==> src/rtl/param_updown_counter.sv <==
// param_updown_counter: modulo-(MAX_VAL+1) up/down counter with load, clear, wrap/saturate,
// Gray output, terminal-count pulse and sticky overflow/underflow flags.
module param_updown_counter #(
    parameter int WIDTH    = 4,
    parameter int MAX_VAL  = 15,
    parameter int SATURATE = 0
) (
    input  logic             clk_out,
    input  logic             rst,
    input  logic             clear,
    input  logic             en,
    input  logic             up_dn,
    input  logic             load,
    input  logic [WIDTH-1:0] load_val,
    input  logic             flag_clr,
    output logic [WIDTH-1:0] out,
    output logic [WIDTH-1:0] gray_out,
    output logic             tc,
    output logic             ovf,
    output logic             udf
);
    localparam logic [WIDTH-1:0] MAX = WIDTH'(MAX_VAL);
    localparam bit SAT = SATURATE != 0;
    logic [WIDTH-1:0] next_out;
    logic next_tc, next_ovf, next_udf;
    always_comb begin
        next_out = out;
        next_tc  = 1'b0;
        next_ovf = ovf & ~flag_clr;
        next_udf = udf & ~flag_clr;
        if (clear) begin
            next_out = '0;
            next_ovf = 1'b0;
            next_udf = 1'b0;
        end else if (load) begin
            next_out = (load_val > MAX) ? MAX : load_val;
        end else if (en && up_dn) begin
            next_out = (out == MAX) ? (SAT ? MAX : '0) : out + 1'b1;
            next_tc  = out == MAX;
            next_ovf = next_ovf | (out == MAX);
        end else if (en) begin
            next_out = (out == '0) ? (SAT ? '0 : MAX) : out - 1'b1;
            next_tc  = out == '0;
            next_udf = next_udf | (out == '0);
        end
    end
    always_ff @(posedge clk_out) begin
        if (!rst) begin
            out      <= '0;
            gray_out <= '0;
            tc       <= 1'b0;
            ovf      <= 1'b0;
            udf      <= 1'b0;
        end else begin
            out      <= next_out;
            gray_out <= next_out ^ (next_out >> 1);
            tc       <= next_tc;
            ovf      <= next_ovf;
            udf      <= next_udf;
        end
    end
endmodule

==> config.mk <==
export PLATFORM = sky130hd
export DESIGN_NAME = param_updown_counter
export DESIGN_NICKNAME = d
export VERILOG_FILES = /design/src/rtl/param_updown_counter.sv
export SDC_FILE = /design/constraint.sdc
export NUM_CORES = 1
export LEC_CHECK = 0
export CAP_MARGIN = 15
export CORE_AREA = 2 2 40 42
export DETAILED_ROUTE_END_ITERATION = 6
export DIE_AREA = 0 0 42 44
export GPL_ROUTABILITY_DRIVEN = 0
export PLACE_DENSITY = 0.76
export SLEW_MARGIN = 20
export SYNTH_ARGS = -nofsm -noshare
export SYNTH_HDL_FRONTEND = slang
export SYNTH_SLANG_ARGS = --single-unit
==> constraint.sdc <==
create_clock -name clk_out -period 3.85 [get_ports clk_out]
set_clock_uncertainty 0.15 [all_clocks]
set_input_delay 0.385 -clock clk_out [delete_from_list [all_inputs] [get_ports clk_out]]
set_output_delay 0.385 -clock clk_out [all_outputs]
set_load 0.02 [all_outputs]
==> flow_summary_export.csv <==
group,metric,value,unit
logic_synthesis,async_flop_share,0,%
sta,slew_headroom,59.0,%
flow_run,cap_violations,0,
power_and_ir_drop,ir_worst_vdd,0.155,mV
layout,fin_util,57.7,%
worst_setup_path,critPathMaxStageDelay,520,ps
logic_synthesis,yosysWarnings,0,
cts,cts_resized,0,
global_route,grt_pass1_vias,454,
layout,design_area,818,um^2
worst_setup_path,required,3870,ps
layout,layout.nets,101,
layout,layout-drive-gt1-share,9.20,%
sta,setup_viol,0,
sta,period_share,56.3,%
global_route,grt_max_degree,9,
worst_setup_path,rrSetupSlack,1680,ps
logic_synthesis,ys_types,29,
logic_synthesis,synth_nets,77,
logic_synthesis,synth_area_per_cell,8.91,um^2
cts,cts_root_buf,"clkbuf_4",
floorplan,start_util,40.2,%
cts,ctsHoldBuffers,0,
logic_synthesis,synth_area_leaders,"dfxtp_1 35%, and2_1 5.5%, a311oi_2 5.3%",
floorplan,die_w,42,um
worst_setup_path,rr_endpoint,"gray_out[0]",
cts,cts_tree,"yes",
floorplan,die_area,1850,um^2
layout,diodes,0,
floorplan,rows,14,
cts,clock_path_buffers,2,
route,drt_iter0_drc,17,
worst_setup_path,startpoint_type,"flip-flop",
cts,cts_made_buffers,3,
sta,tightest_slew,612,ps
global_route,grt_pass1_wl,2090,um
sta,slew_viol_final,0,
cts,clk-insertion-delay-late,270,ps
placed_design,pre_cts_slack,1460,ps
global_route,antenna_found_initial,0,
placed_design,post-dp-hpwl,982,um
cts,cts_setup_buffers,0,
floorplan,die_y,44,um
min_path,holdPathEnd,"ovf",
layout,final_common_cell,"clkdlybuf4s50_1",
worst_setup_path,worst-setup-path-type,"flip-flop to flip-flop",
global_route,grtUsageTotal,15.2,%
cts,htreeDepth,1,
status,status,"finished, final reports clean",
min_path,worstHoldPathCells,2,
logic_synthesis,synthFlopType,"dfxtp_1",
sta,min_period,2170,ps
worst_setup_path,slowest_stage,"a211oi_1",
logic_synthesis,synth_top_area_share,35.1,%
power_and_ir_drop,power_density,337,nW/um^2
sta,setup_slack,1680,ps
worst_setup_path,crit_path_end_kind,"flip-flop",
worst_setup_path,path_cells,"inv_1 > ha_1 > xnor2_1 > nand2_1 > a211oi_1 > xor2_1 > and2_1",
min_path,hp-class,"flip-flop to flip-flop",
floorplan,io_pins,22,
cts,cts.sinks,10,
route,routed_wl,1240,um
floorplan,core_area,1420,um^2
route,vias,540,
sta,setup_tns,0,ps
placed_design,place_inst,99,
logic_synthesis,syn_area,571,um^2
power_and_ir_drop,p_leak,0.316,nW
worst_setup_path,r2r-start,"out[0]",
logic_synthesis,ys_seq_elements,10,
layout,final_cell_mix,"21 x clkdlybuf4s50_1, 10 x dfxtp_1, 7 x nor2_1, 6 x inv_1, 5 x and2_1",
layout,fin_cells,103,
sta,hold_viol_final,0,
min_path,min-delay-start,"ovf",
worst_setup_path,critPathBufInv,1,
logic_synthesis,synthCells,64,
route,first_pass_iters,4,
route,antenna_left,0,
global_route,grt_overflow_total,0,
logic_synthesis,yosys.area.top_type,"dfxtp_1",
worst_setup_path,reg2reg_depth,7,
route,vias_per_cell,5.24,
route,remaining_drc_errors,0,
worst_setup_path,path_max_fanout,7,
cts,path_clk_slew,70,ps
placed_design,numPortBuffers,21,
worst_setup_path,critical_path.top_delay_family,"compound AO/OA/AOI/OAI gates",
logic_synthesis,synth-seq-area-share,35.1,%
sta,rsz0062_at_grt,"no",
worst_setup_path,cp.arrival,2190,ps
logic_synthesis,synth-edff-count,0,
placed_design,placed_area,782,um^2
route,wl_per_cell,12.0,um
sta,timing.fmax,461,MHz
layout,syn_to_final_growth,43.4,%
-- cell usage after synthesis, types with 2 or more instances --
library cell	count
xor2_1	3
nand2b_1	2
and2_1	5
a211oi_1	2
ha_1	2
a311oi_2	2
or3_1	2
inv_1	6
nor2_1	7
dfxtp_1	10
xnor2_1	2
o21ai_0	3
a21oi_1	2
-- layer usage --
metal / wire length, um / part of all wire (%) / global-route usage, %
met5: 0 / 0 / 0
met1: 553 / 45 / 18.8
met3: 56 / 4.5 / 4.17
met4: 36 / 2.9 / 9.68
met2: 594 / 48 / 23.4
-- how the worst max path moves through the flow --
stage	from	endpoint	slack [ps]	depth (start not counted)
after floorplan	out[0]	gray_out[2]	1840	6
after global placement	up_dn	gray_out[2]	1480	6
after detailed placement	up_dn	gray_out[2]	1460	6
after CTS	out[0]	gray_out[0]	1690	7
after global routing	out[0]	gray_out[1]	1610	7
final	out[0]	gray_out[0]	1680	7
-- area by class of cell --
cell class	instances	area, um^2
Fill cell	128	601
Inverter	6	22.5
Multi-Input combinational cell	46	329
Timing Repair Buffer	21	210
Clock buffer	4	36.3
Sequential cell	10	200
Tap cell	16	20.0
-- tightest hold or removal path, cell delays in order (launching register included) --
cell,delay (ps)
dfxtp_1,330
a21oi_1,60
nor2_1,70
-- sequential cells by signal, indices dropped and copies added, names as in the netlist --
name,flops
tc,1
gray_out,3
out,4
ovf,1
udf,1
-- cell families after synthesis --
group | Yosys count | synth area share [%]
XOR/XNOR | 5 | 7.68
adder cells (fa/ha/maj) | 2 | 4.39
buffers and inverters | 8 | 7.24
multiplexers | 2 | 4.39
flip-flops | 10 | 35.1
AND/OR/NAND/NOR | 24 | 23.5
AO/OA/AOI/OAI | 13 | 17.8
-- through the flow --
stage / hold WS (ps) / power (W)
after floorplan: 357 / 0.000155
after global placement: 327 / 0.000182
after detailed placement: 338 / 0.000183
after CTS: 355 / 0.000278
after global routing: 404 / 0.000290
final: 347 / 0.000276
-- power by group --
group	leakage (nW)	total (W)	switching, W	internal [W]
sequential	0.0819	0.000114	0.00000528	0.000109
clock	0.0210	0.0000954	0.0000379	0.0000575
combinational	0.214	0.0000661	0.0000305	0.0000356
Power figures use the tool's default switching activity.
